## src/rtl/snake_pkg.sv

```systemverilog
// Shared constants and width helpers for the snake body shift register.
// Holds the default geometry, the index/length width functions and the x/y split of a position code.
package snake_pkg;

    localparam int DEF_WIDTH = 6;
    localparam int DEF_DEPTH = 32;

    // Packed position code: y in the upper bits, x in the lower bits.
    localparam int POS_X_BITS = 3;
    localparam int POS_Y_BITS = DEF_WIDTH - POS_X_BITS;
    localparam int POS_X_LSB  = 0;
    localparam int POS_X_MSB  = POS_X_LSB + POS_X_BITS - 1;
    localparam int POS_Y_LSB  = POS_X_MSB + 1;
    localparam int POS_Y_MSB  = POS_Y_LSB + POS_Y_BITS - 1;

    typedef struct packed {
        logic [POS_Y_BITS-1:0] y;
        logic [POS_X_BITS-1:0] x;
    } pos_t;

    // Width of an index that addresses depth entries.
    function automatic int idx_w(input int depth);
        return (depth < 2) ? 1 : $clog2(depth);
    endfunction

    // Width of a count that spans 0..depth.
    function automatic int len_w(input int depth);
        return $clog2(depth + 1);
    endfunction

endpackage

```

## src/rtl/body_cell.sv

```systemverilog
// One body segment register: load-enabled WIDTH-bit flop with synchronous reset to INIT.
// Generalises the original fixed 6-bit init/reset register; one instance per body entry.
module body_cell #(
    parameter int               WIDTH = 6,
    parameter logic [WIDTH-1:0] INIT  = '0
) (
    input  logic             clk,
    input  logic             reset,
    input  logic             load,
    input  logic [WIDTH-1:0] din,
    output logic [WIDTH-1:0] dout
);

    logic [WIDTH-1:0] val_d;
    logic [WIDTH-1:0] val_q;

    always_comb begin
        val_d = val_q;
        if (load) val_d = din;
    end

    // NOTE: state registers use non-blocking assignments so every cell samples its
    // neighbour's pre-edge value; blocking here would collapse the shift chain.
    always_ff @(posedge clk) begin
        if (reset) val_q <= INIT;
        else       val_q <= val_d;
    end

    assign dout = val_q;

endmodule

```

## src/rtl/snake_body_shift_reg.sv

```systemverilog
// Snake body: DEPTH-entry shift chain (head at entry 0) with live length, deferred growth and a registered read port.
// Optional self-collision detection is built when SNAKE_BODY_SELF_HIT_EN is defined; otherwise hit is tied low.
module snake_body_shift_reg
    import snake_pkg::*;
#(
    parameter int               WIDTH      = DEF_WIDTH,
    parameter int               DEPTH      = DEF_DEPTH,
    parameter int               INIT_LEN   = 3,
    parameter logic [WIDTH-1:0] INIT_VALUE = '0,
    parameter int               MAX_PEND   = 7,
    localparam int              IDXW       = idx_w(DEPTH),
    localparam int              LENW       = len_w(DEPTH)
) (
    input  logic             clk,
    input  logic             reset,
    input  logic             advance,
    input  logic [WIDTH-1:0] head_in,
    input  logic             grow,
    input  logic [IDXW-1:0]  rd_idx,
    output logic [WIDTH-1:0] rd_data,
    output logic [WIDTH-1:0] head,
    output logic [WIDTH-1:0] tail,
    output logic [LENW-1:0]  length,
    output logic             full,
    output logic             hit
);

    localparam int              PENDW     = $clog2(MAX_PEND + 1);
    localparam logic [PENDW-1:0] PEND_MAX = PENDW'(MAX_PEND);
    localparam logic [LENW-1:0]  LEN_INIT = LENW'(INIT_LEN);
    localparam logic [LENW-1:0]  LEN_MAX  = LENW'(DEPTH);

    logic [DEPTH-1:0][WIDTH-1:0] ent;

    logic [LENW-1:0]  len_d,  len_q;
    logic [PENDW-1:0] pend_d, pend_q;
    logic [WIDTH-1:0] rd_d,   rd_q;
    logic             grow_take;

    for (genvar i = 0; i < DEPTH; i++) begin : g_cell
        logic [WIDTH-1:0] cell_din;
        if (i == 0) begin : g_head
            assign cell_din = head_in;
        end else begin : g_body
            assign cell_din = ent[i-1];
        end

        body_cell #(
            .WIDTH (WIDTH),
            .INIT  (INIT_VALUE)
        ) u_cell (
            .clk   (clk),
            .reset (reset),
            .load  (advance),
            .din   (cell_din),
            .dout  (ent[i])
        );
    end

    assign full      = (len_q == LEN_MAX);
    assign grow_take = advance && !full && ((pend_q != '0) || grow);

    // NOTE: every always_comb output gets a default first, so no path can infer a latch.
    always_comb begin
        len_d  = len_q;
        pend_d = pend_q;
        if (advance) begin
            if (full) begin
                pend_d = '0;
            end else if (grow_take) begin
                len_d = len_q + LENW'(1);
                // A fresh request in the same cycle replaces the one consumed.
                if (!grow) pend_d = pend_q - PENDW'(1);
            end
        end else if (grow && (pend_q != PEND_MAX)) begin
            pend_d = pend_q + PENDW'(1);
        end
    end

    always_comb begin
        rd_d = '0;
        for (int i = 0; i < DEPTH; i++) begin
            if (rd_idx == IDXW'(i)) rd_d = ent[i];
        end
    end

    always_comb begin
        tail = ent[0];
        for (int i = 0; i < DEPTH; i++) begin
            if (len_q == LENW'(i + 1)) tail = ent[i];
        end
    end

    always_ff @(posedge clk) begin
        if (reset) begin
            len_q  <= LEN_INIT;
            pend_q <= '0;
            rd_q   <= INIT_VALUE;
        end else begin
            len_q  <= len_d;
            pend_q <= pend_d;
            rd_q   <= rd_d;
        end
    end

`ifdef SNAKE_BODY_SELF_HIT_EN
    logic hit_d, hit_q;

    // The tail vacates on this tick unless growth keeps it, so it only counts when growing.
    always_comb begin
        hit_d = hit_q;
        if (advance) begin
            for (int i = 1; i < DEPTH; i++) begin
                if (((i + 1 < int'(len_q)) || (grow_take && (i + 1 == int'(len_q))))
                    && (ent[i] == head_in)) begin
                    hit_d = 1'b1;
                end
            end
        end
    end

    always_ff @(posedge clk) begin
        if (reset) hit_q <= 1'b0;
        else       hit_q <= hit_d;
    end

    assign hit = hit_q;
`else
    assign hit = 1'b0;
`endif

    assign head    = ent[0];
    assign length  = len_q;
    assign rd_data = rd_q;

endmodule

```

## config.mk

```make
export PLATFORM = sky130hd
export DESIGN_NAME = snake_body_shift_reg
export DESIGN_NICKNAME = d
export VERILOG_FILES = /design/src/rtl/snake_pkg.sv /design/src/rtl/body_cell.sv /design/src/rtl/snake_body_shift_reg.sv
export SDC_FILE = /design/constraint.sdc
export NUM_CORES = 1
export LEC_CHECK = 0
export BUFFER_PORTS_ARGS = -buffer_cell sky130_fd_sc_hd__buf_2
export CORE_MARGIN = 2
export CORE_UTILIZATION = 30
export CTS_CLUSTER_DIAMETER = 120
export DETAILED_ROUTE_END_ITERATION = 7
export SLEW_MARGIN = 20
export SYNTH_ARGS = -nofsm -noshare
export SYNTH_HDL_FRONTEND = slang
export SYNTH_SLANG_ARGS = --single-unit
```

## constraint.sdc

```tcl
create_clock -name clk -period 5.74 [get_ports clk]
set_clock_uncertainty 0.05 [all_clocks]
set_input_delay 0.287 -clock clk [delete_from_list [all_inputs] [get_ports clk]]
set_output_delay 0.287 -clock clk [all_outputs]
set_load 0.02 [all_outputs]
```

==> reports/metrics.csv, run 1 <==
stage,metric,value,unit
cts,cts_hold_buf,6,
sta,postLayoutSetupSlackWorst,1030,ps
detailed_routing,viasPerCell,5.889,
floorplanning,start_util,0.3031,
critical_path,crit_family,compound AO/OA/AOI/OAI gates,
critical_path,crit_slowest_cell,a2111oi_0,
sta,rsz0062_at_grt,false,
layout,stdcell_count,2027,
sta,fin_crit_sh,0.8205,
cts,cts-root-buf,clkbuf_16,
critical_path,critPathKind,flop to output pin,
critical_path,crit_required,5400,ps
critical_path,cp.arrival,4370,ps
sta,max-slew-margin-rel,0.1458,
logic_synthesis,synth_edf_count,0,
detailed_routing,drt_pass1_iterations,5,
cts,insertion_delay,540,ps
logic_synthesis,syn_inst,1516,
critical_path,startpoint_type,flop,
outcome,status,finished clean,
power_and_ir_drop,power.share.clock,0.417,
critical_path,path_buf_inv,1,
grt,gr-total-overflow,0,
power_and_ir_drop,intPower,2.553,mW
logic_synthesis,synthArstFlopShare,0,
grt,grt_pass1_wl,69.85,mm
critical_path,r2r_setup_slack,2490,ps
sta,setup_viol_count_final,0,
cts,cts_tree,done,
logic_synthesis,ys_seq_area_frac,0.3356,
grt,grt_max_degree,117,
detailed_routing,wl_per_cell,22.95,um
logic_synthesis,synth.area.top_cells,"dfxtp_1, mux2i_1, nor2_1",
layout,areaGrowthSynthToFinish,10.66,%
cts,numCtsBuffers,24,
floorplanning,row_count,74,
place,portBuffers,39,
sta,slew_violations,0,
logic_synthesis,synth_ff_type,dfxtp_1,
sta,setup-tns-final,0,ps
logic_synthesis,yosysUniqueCellTypes,81,
floorplanning,core_area,40740,sq um
logic_synthesis,syn_area_per_cell,8.144,sq um
logic_synthesis,synth_top_area_frac,0.3356,
power_and_ir_drop,leakage,5.483,nW
power_and_ir_drop,p_per_area,266.8,nW/um^2
cts,clock_sinks,207,
place,gp_routability_congestion,0.9571,
job,drv_cap,0,
logic_synthesis,netlist_area,12350,sq um
logic_synthesis,yosysWarnings,0,
critical_path,crit_start,length[3],
detailed_routing,drc_errors,0,
place,placed_cells,1976,
power_and_ir_drop,p_sw,1.092,mW
place,post-place-ws,1802,ps
power_and_ir_drop,power_frac_comb,0.177,
grt,grtUsageTotal,0.2136,
logic_synthesis,synth_nets,1539,
power_and_ir_drop,p_sw_frac,0.2995,
floorplanning,io_pins,41,
cts,post_cts_buffers,0,
critical_path,crit_chain,and4bb_1 -> nand2_1 -> o22ai_1 -> a2111oi_0 -> o31ai_1 -> a31o_2 -> a31oi_1 -> buf_2,
logic_synthesis,synth-seq-cells,207,
cts,clockBufferDepth,3,
floorplanning,dieArea,42800,sq um
place,dp_hpwl,32.78,mm
grt,antenna_found_initial,5,
detailed_routing,wirelength,46.53,mm
detailed_routing,via_count,11936,
grt,grt_pass1_vias,11213,
sta,fmax,212.3,MHz
cts,h-tree-depth,1,
critical_path,max_stage_delay,1060,ps
cts,clk_transition_reported_paths,60,ps
layout,drive_gt1_frac,0.08847,
sta,worstMarginPinSlew,1249,ps
critical_path,crit-reg2reg-launch,length[0],
min_path,hp-start,reset,
floorplanning,die_h,206.9,um
floorplanning,fp.dieW,206.9,um
power_and_ir_drop,ir_drop,0.0001807,V
layout,num-nets-final,1499,
detailed_routing,ant_nets,0,
min_path,hold_path.class,primary input to flop,
detailed_routing,drt_iter0_drc,1405,
sta,hold_viol,0,
sta,period_needed,4710,ps
power_and_ir_drop,seq_power_share,0.406,
critical_path,crit_fanout,26,
logic_synthesis,synth.largest_area_cell,dfxtp_1,
cts,ctsResizeCount,0,
sta,whs,216.7,ps
critical_path,cp-end-kind,output pin,
logic make-up (layout without fill, tap and decap cells):
logic type / count (synthesis) / after routing / synth area share
simple gates: 553 / 553 / 0.2124
xor+xnor: 5 / 5 / 0.003547
flops: 207 / 207 / 0.3356
fa+ha+maj: 8 / 8 / 0.008107
buf+inv: 149 / 125 / 0.05148
mux: 231 / 231 / 0.1936
compound gates: 362 / 362 / 0.1950
other cells: 1 / 4 / 0.0003037
registers in the layout, summed over array words and instances, names as in the netlist:
name	flops
length	6
rd_data	6
pend_q	3
g_cell.u_cell.dout	192
synthesized netlist by cell type (12+ instances only):
| master | count |
|---|---|
| clkbuf_1 | 66 |
| o22ai_1 | 21 |
| nand2_1 | 93 |
| mux2i_1 | 214 |
| a22oi_1 | 15 |
| mux2_2 | 12 |
| a31oi_1 | 15 |
| a221oi_1 | 12 |
| nand3_1 | 48 |
| a21oi_1 | 83 |
| buf_1 | 29 |
| nor2b_1 | 21 |
| inv_1 | 21 |
| o21ai_0 | 85 |
| nor2_1 | 268 |
| o211ai_1 | 17 |
| o31ai_1 | 13 |
| o221ai_1 | 15 |
| buf_2 | 19 |
| nor3_1 | 21 |
| and2_1 | 13 |
| dfxtp_1 | 207 |
| a211oi_1 | 12 |
final timing paths:
path | cells past startpoint | to
min reg2reg | 2 | pend_q[0]
max | 8 | tail[3]
min | 2 | g_cell[29].u_cell.dout[4]
max reg2reg | 9 | pend_q[2]
layout make-up:
class | instances | area, sq um
Antenna cell | 3 | 7.507
Clock buffer | 33 | 695.7
Clock inverter | 9 | 87.58
Fill cell | 4295 | 27080
Inverter | 23 | 86.33
Multi-Input combinational cell | 1160 | 7577
Sequential cell | 207 | 4144
Tap cell | 532 | 665.6
Timing Repair Buffer | 60 | 399.1
power groups by stage:
| stage | registers, mW | logic (mW) | clock network, mW |
|---|---|---|---|
| 2_1_floorplan | 1.50 | 0.426 | 0 |
| 3_3_place_gp | 1.51 | 0.625 | 0 |
| 3_5_place_dp | 1.51 | 0.625 | 0 |
| 4_1_cts | 1.48 | 0.630 | 1.55 |
| 5_1_grt | 1.48 | 0.680 | 1.60 |
| 6_report | 1.48 | 0.646 | 1.52 |
cell usage in the layout, fill, tap and decap left out, drive strengths merged, types with 12 or more instances in the layout:
cell type | Yosys | routed
a211oi | 12 | 12
a21oi | 83 | 83
a221oi | 12 | 12
a22oi | 15 | 15
a31oi | 15 | 15
and2 | 15 | 15
buf | 60 | 54
clkbuf | 66 | 33
dfxtp | 207 | 207
inv | 21 | 22
mux2 | 12 | 12
mux2i | 214 | 214
nand2 | 93 | 93
nand3 | 48 | 48
nor2 | 269 | 269
nor2b | 21 | 21
nor3 | 21 | 21
nor3b | 12 | 12
o211ai | 17 | 17
o21ai | 85 | 85
o221ai | 15 | 15
o22ai | 21 | 21
o31ai | 13 | 13
through the flow:
stage | total power, mW | utilization | area [sq um]
6_report | 3.645 | 0.3354 | 13660
5_1_grt | 3.764 | 0.3353 | 13660
4_1_cts | 3.661 | 0.3351 | 13650
3_5_place_dp | 2.135 | 0.3144 | 12810
3_3_place_gp | 2.134 | 0.3144 | 12810
2_1_floorplan | 1.929 | - | 12350
routing by layer:
metal  global-route usage  vias up  share of wire
met5             0.009217        -         0.0013
met4              0.09220        6          0.045
met3              0.05495      137          0.093
met2               0.3264      563           0.44
met1               0.2831     5795           0.42
li1                     -     5435              -
worst reg2reg max path: cells and delay by family (launching register included):
family | cells | cell delay [ps]
flip-flops | 1 | 370
buffers and inverters | 2 | 420
AND/OR/NAND/NOR | 3 | 1170
AO/OA/AOI/OAI | 3 | 470
adder cells (fa/ha/maj) | 1 | 700
Power figures use the tool's default switching activity.
==> run 2: changes to the inputs <==
Clock period 5.74 ns to 4.8 ns, I/O delays scaled along.
==> reports/metrics.csv, run 2 (same netlist as run 1, synthesis figures left out) <==
stage,metric,value,unit,change
place,placed_cells,1980,,was 1976
critical_path,critPathKind,flop to output pin,,unchanged
detailed_routing,viasPerCell,5.861,,was 5.889
cts,cts-root-buf,clkbuf_16,,unchanged
critical_path,r2r-end,pend_q[2],,unchanged
sta,setup-tns-final,0,ps,unchanged
detailed_routing,wirelength,45.59,mm,was 46.53 mm
cts,insertion_delay,540,ps,about the same
place,gp_routability_congestion,0.9784,,was 0.9571
sta,max-slew-margin-rel,0.3025,,was 0.1458
critical_path,startpoint_type,flop,,unchanged
sta,setup_viol_count_final,0,,unchanged
power_and_ir_drop,power_frac_comb,0.173,,was 0.177
cts,clockBufferDepth,3,,unchanged
cts,cts_tree,done,,unchanged
grt,grt_pass1_vias,11047,,was 11.21k
cts,post_cts_buffers,0,,unchanged
detailed_routing,drt-met1-wl,19.59,mm,was 19.64 mm
floorplanning,row_count,74,,unchanged
job,drv_cap,0,,unchanged
critical_path,crit_start,length[5],,was length[3]
cts,clk_transition_reported_paths,60,ps,about the same
power_and_ir_drop,leakage,5.523,nW,was 5.483 nW
outcome,status,finished clean,,unchanged
detailed_routing,ant_nets,0,,unchanged
floorplanning,die_h,206.9,um,unchanged
power_and_ir_drop,power.share.clock,0.430,,was 0.417
sta,rsz0062_at_grt,false,,unchanged
min_path,hp-start,reset,,unchanged
critical_path,cp-endpoint,tail[5],,was tail[3]
critical_path,crit_required,4510,ps,was 5400 ps
layout,layout_commonest_cell,nor2_1,,unchanged
sta,fin_crit_sh,0.9429,,
power_and_ir_drop,p_per_area,324.9,nW/um^2,was 266.8 nW/um^2
floorplanning,dieArea,42800,sq um,unchanged
sta,worstMarginPinSlew,1046,ps,was 1249 ps
detailed_routing,via_count,11904,,was 11.94k
critical_path,cp.arrival,4240,ps,was 4370 ps
critical_path,cp-end-kind,output pin,,unchanged
place,portBuffers,39,,unchanged
min_path,hold_path.class,primary input to flop,,unchanged
place,dp_hpwl,32.18,mm,was 32.78 mm
layout,stdcell_count,2031,,was 2027
detailed_routing,wl_per_cell,22.45,um,was 22.95 um
power_and_ir_drop,seq_power_share,0.397,,was 0.406
floorplanning,start_util,0.3031,,unchanged
sta,period_needed,4526,ps,
grt,gr-total-overflow,0,,unchanged
grt,grtUsageTotal,0.2091,,was 0.2136
critical_path,crit-reg2reg-launch,length[5],,was length[0]
grt,grt_pass1_wl,68.88,mm,was 69.85 mm
layout,design_area,13720,sq um,was 13660 sq um
critical_path,crit_fanout,18,,was 26
detailed_routing,drt_pass1_iterations,6,,was 5
sta,slew_violations,0,,unchanged
grt,antenna_found_initial,3,,was 5
layout,layout_common_cells,"nor2_1, mux2i_1, dfxtp_1",,unchanged
layout,nFillCells,4250,,was 4295
cts,h-tree-depth,1,,unchanged
critical_path,r2r_setup_slack,2020,ps,was 2490 ps
detailed_routing,wl_met3,3.983,mm,was 4.316 mm
power_and_ir_drop,p_sw,1.316,mW,was 1.092 mW
cts,numCtsBuffers,25,,was 24
grt,grt_max_degree,123,,was 117
layout,largest_register_ffs,192,,unchanged
critical_path,r2r_cells,7,,was 9
detailed_routing,drt_iter0_drc,1561,,was 1405
place,dpl_cell_area,12820,sq um,was 12810 sq um
floorplanning,io_pins,41,,unchanged
detailed_routing,met2_wirelength,20.25,mm,was 20.39 mm
layout,num-nets-final,1504,,was 1499
detailed_routing,drc_errors,0,,unchanged
sta,hold_viol,0,,unchanged
power_and_ir_drop,intPower,3.140,mW,was 2.553 mW
place,post-place-ws,907.6,ps,was 1802 ps
floorplanning,core_area,40740,sq um,unchanged
floorplanning,fp.dieW,206.9,um,unchanged
power_and_ir_drop,ir_drop,0.0002341,V,was 0.0001807 V
detailed_routing,top_layer,met5,,unchanged
layout,drive_gt1_frac,0.09212,,was 0.08847
layout,areaGrowthSynthToFinish,11.10,%,was 10.66%
power_and_ir_drop,p_sw_frac,0.2953,,was 0.2995
sta,fmax,220.9,MHz,
cts,clock_sinks,207,,unchanged
sta,postLayoutSetupSlackWorst,274.1,ps,was 1030 ps
## run 2: cell count changes in the layout (fill, tap and decap cells not counted), sizes merged
cell / before / now
buf: 54 / 58
bufinv: 1 / 3
clkbuf: 33 / 32
clkinv: 5 / 8
clkinvlp: 4 / 2
diode: 3 / 1
## run 2: cell type report
class	instances	area, sq um	area share
Clock inverter	12	151.4	0.01104
Timing Repair Buffer	64	416.7	0.03037
Inverter	23	86.33	0.006294
Tap cell	532	665.6	0.04853
Clock buffer	32	671.9	0.04898
Antenna cell	1	2.502	0.0001824
Sequential cell	207	4146	0.3023
Multi-Input combinational cell	1160	7576	0.5523
## run 2: metrics by stage
step / hold WS [ps] / utilization / power, mW
after global routing: 229.9 / 0.3367 / 4.606
after CTS: 165.9 / 0.3365 / 4.473
after global placement: 422.2 / 0.3147 / 2.549
final: 152.7 / 0.3367 / 4.457
after detailed placement: 432.8 / 0.3148 / 2.552
after floorplan: 337.4 / - / 2.307
## run 2: what timing repair did
item                       in CTS  in global routing
hold endpoints to repair        6                  0
hold buffers                    6                  0
gates resized for setup         0                  2
setup endpoints to repair       0                  1
## run 2: worst min path at each step
stage | cells after the start | end | slack (ps)
final | 2 | g_cell[27].u_cell.dout[5] | 150
after global routing | 3 | length[1] | 230
after CTS | 3 | length[1] | 170
after detailed placement | 3 | g_cell[0].u_cell.dout[0] | 430
after global placement | 3 | g_cell[0].u_cell.dout[3] | 420
after floorplan | 2 | g_cell[0].u_cell.dout[0] | 340
## run 2: worst max-delay path, stage by stage, from the launching register on
cell       delay (ps)
dfxtp_1           800
and4bb_1          500
nand2_1           270
nand2_1           130
a2111oi_0         700
o221ai_1          260
o31ai_1           580
a21oi_1           230
buf_2             210
## run 2: power by group through the flow
stage               Sequential, mW  Combinational (mW)  Clock (mW)
CTS                           1.77               0.753        1.95
detailed placement            1.80               0.748           0
floorplan                     1.80               0.509           0
global placement              1.80               0.746           0
global route                  1.77               0.815        2.02
finish                        1.77               0.771        1.92
## run 2: routing by layer
metal | track usage | vias up
met4 | 0.07447 | 4
met3 | 0.04207 | 122
met2 | 0.3274 | 609
met5 | 0 | -
li1 | - | 5443
met1 | 0.2846 | 5726
==> run 3: changes to the inputs <==
Settings changed: SYNTH_HIERARCHICAL set to 1.
==> reports/metrics.csv, run 3 <==
stage,metric,value,unit,change
grt,grt_pass1_vias,11033,,was 11.05k
logic_synthesis,synth.largest_area_cell,dfxtp_1,,unchanged
power_and_ir_drop,p_per_area,309.7,nW/um^2,was 324.9 nW/um^2
grt,grt_max_degree,112,,was 123
layout,largest_register_ffs,192,,unchanged
logic_synthesis,synth_ff_type,dfxtp_1,,unchanged
power_and_ir_drop,ir_drop,0.0002619,V,was 0.0002341 V
detailed_routing,wl_per_cell,21.40,um,was 22.45 um
place,dpl_cell_area,12960,sq um,was 12820 sq um
place,dp_hpwl,30.55,mm,was 32.18 mm
logic_synthesis,syn_inst,1508,,was 1516
detailed_routing,drt_iter0_drc,1576,,was 1561
critical_path,cp-end-kind,output pin,,unchanged
logic_synthesis,yosysMostFrequentCell,nor2_1,,unchanged
cts,clock_sinks,207,,unchanged
sta,rsz0062_at_grt,false,,unchanged
layout,num-nets-final,1508,,was 1504
layout,layout_common_cells,"nor2_1, mux2i_1, dfxtp_1",,unchanged
logic_synthesis,synth_nets,1531,,was 1539
logic_synthesis,yosysWarnings,6,,was 0
logic_synthesis,yosysUniqueCellTypes,83,,was 81
critical_path,crit_slowest_cell,ha_2,,was dfxtp_1
critical_path,crit_family,compound AO/OA/AOI/OAI gates,,unchanged
grt,antenna_found_initial,1,,was 3
logic_synthesis,netlist_area,12590,sq um,was 12350 sq um
logic_synthesis,synthArstFlopShare,0,,unchanged
sta,fin_crit_sh,0.8779,,was 0.9429
detailed_routing,drt_pass1_iterations,6,,unchanged
cts,ctsResizeCount,0,,unchanged
logic_synthesis,ys_seq_area_frac,0.3290,,was 0.3356
logic_synthesis,synth_top_area_frac,0.3290,,was 0.3356
grt,grt_pass1_wl,67.77,mm,was 68.88 mm
cts,cts-root-buf,clkbuf_16,,unchanged
sta,max-slew-margin-rel,0.3932,,was 0.3025
place,portBuffers,39,,unchanged
cts,insertion_delay,540,ps,about the same
critical_path,crit_chain,inv_1 -> ha_2 -> buf_4 -> nand2b_1 -> a211o_1 -> nand3_1 -> o2111ai_1 -> a211oi_1 -> o21ai_0 -> a31oi_1 -> buf_2,,was and4bb_1 -> nand2_1 -> nand2_1 -> a2111oi_0 -> o221ai_1 -> o31ai_1 -> a21oi_1 -> buf_2
sta,worstMarginPinSlew,910.2,ps,was 1046 ps
detailed_routing,via_count,11763,,was 11.90k
layout,drive_gt1_frac,0.09600,,was 0.09212
cts,cts_tree,done,,unchanged
layout,num_antenna_cells,0,,was 1
place,gp_routability_congestion,0.9537,,was 0.9784
floorplanning,row_count,75,,was 74
layout,seq_area,4144,sq um,was 4146 sq um
sta,period_needed,4214,ps,was 4526 ps
critical_path,crit_required,4510,ps,about the same
detailed_routing,ant_nets,0,,unchanged
layout,design_area,13770,sq um,was 13720 sq um
sta,slew_violations,0,,unchanged
critical_path,path_buf_inv,3,,was 1
sta,postLayoutSetupSlackWorst,586.2,ps,was 274.1 ps
layout,areaGrowthSynthToFinish,9.318,%,was 11.10%
cts,clockBufferDepth,3,,unchanged
detailed_routing,viasPerCell,5.769,,was 5.861
layout,multiInputGateArea,7576,sq um,unchanged
sta,setup-tns-final,0,ps,unchanged
floorplanning,io_pins,41,,unchanged
critical_path,crit_fanout,28,,was 18
critical_path,crit_start,length[0],,was length[5]
layout,nFillCells,4462,,was 4250
layout,layout_commonest_cell,nor2_1,,unchanged
logic_synthesis,syn_area_per_cell,8.352,sq um,was 8.144 sq um
floorplanning,die_h,208.9,um,was 206.9 um
job,drv_cap,0,,unchanged
logic_synthesis,synth.area.top_cells,"dfxtp_1, mux2i_1, nor2_1",,unchanged
cts,h-tree-depth,1,,unchanged
sta,fmax,237.3,MHz,was 220.9 MHz
floorplanning,core_area,41670,sq um,was 40740 sq um
logic_synthesis,synth-seq-cells,207,,unchanged
sta,hold_viol,0,,unchanged
detailed_routing,wirelength,43.64,mm,was 45.59 mm
power_and_ir_drop,leakage,5.389,nW,was 5.523 nW
place,post-place-ws,1200,ps,was 907.6 ps
cts,clk_transition_reported_paths,60,ps,about the same
logic_synthesis,netlist_top_cells_count,"nor2_1, mux2i_1, dfxtp_1",,unchanged
min_path,hold_path.class,primary input to flop,,unchanged
critical_path,crit-reg2reg-launch,length[2],,was length[5]
grt,gr-total-overflow,0,,unchanged
floorplanning,dieArea,43640,sq um,was 42800 sq um
critical_path,critPathKind,flop to output pin,,unchanged
cts,post_cts_buffers,0,,unchanged
floorplanning,start_util,0.3023,,was 0.3031
critical_path,max_stage_delay,590,ps,was 800 ps
logic_synthesis,synth_edf_count,0,,unchanged
floorplanning,fp.dieW,208.9,um,was 206.9 um
sta,setup_viol_count_final,0,,unchanged
critical_path,cp.arrival,3920,ps,was 4240 ps
outcome,status,finished clean,,unchanged
cts,numCtsBuffers,22,,was 25
min_path,hp-start,reset,,unchanged
sta,whs,129.6,ps,was 152.7 ps
grt,grtUsageTotal,0.1958,,was 0.2091
detailed_routing,drc_errors,0,,unchanged
critical_path,startpoint_type,flop,,unchanged
run 3: cell type report:
cell class / instances / share of cell area
Multi-Input combinational cell: 1146 / 0.5503
Clock buffer: 33 / 0.04816
Sequential cell: 207 / 0.3010
Tap cell: 539 / 0.04898
Clock inverter: 6 / 0.006270
Timing Repair Buffer: 68 / 0.03444
Inverter: 40 / 0.01091
run 3: per-stage QoR:
step           total power [mW]  std cells  utilization
2_1_floorplan             2.295       1508            -
3_3_place_gp              2.499       1994       0.3110
3_5_place_dp              2.506       1994       0.3110
4_1_cts                   4.287       2039       0.3305
5_1_grt                   4.414       2039       0.3305
6_report                  4.264       2039       0.3305
run 3: path summary, 6_finish.rpt:
path                              end  slack [ps]  cells past startpoint
max                           tail[5]         590                     11
min          g_cell[0].u_cell/dout[0]         130                      2
max reg2reg                 length[5]        2210                      9
min reg2reg                 pend_q[0]         440                      2
run 3: worst register-to-register path, stage by stage, from the launching register on:
cell and delay [ps]:
dfxtp_1 890, nor2_1 110, nand4b_1 130, buf_4 200
o311ai_1 120, buf_4 230, nor4_1 340, nand3_1 170
xor2_1 190, nor2_1 50
run 3: timing repair:
item                                   in CTS  in global routing
setup endpoints to repair                   0                  0
hold buffers                                6                  0
endpoints found under the hold margin       6                  0
run 3: layer usage:
layer | part of all wire | up-vias | GRT usage
met5 | 0.00027 | - | 0
met4 | 0.029 | 2 | 0.06576
met3 | 0.081 | 90 | 0.02660
met2 | 0.43 | 533 | 0.2966
met1 | 0.46 | 5696 | 0.2846
li1 | - | 5442 | -
run 3: kinds of logic (layout without fill, tap and decap cells):
group | count (synthesis) | count (layout) | synth area share
multiplexers | 233 | 233 | 0.1965
AO/OA/AOI/OAI | 364 | 364 | 0.1939
XOR/XNOR | 4 | 4 | 0.002782
other | 1 | 1 | 0.0002977
flip-flops | 207 | 207 | 0.3290
AND/OR/NAND/NOR | 536 | 536 | 0.1993
buffers and inverters | 155 | 147 | 0.07024
adder cells (fa/ha/maj) | 8 | 8 | 0.007948
run 3: power breakdown:
part | leakage (nW) | switching, mW | internal, mW
clock | 0.366 | 0.716 | 1.06
combinational | 3.35 | 0.485 | 0.241
sequential | 1.67 | 0.0291 | 1.73
total | 5.39 | 1.23 | 3.03
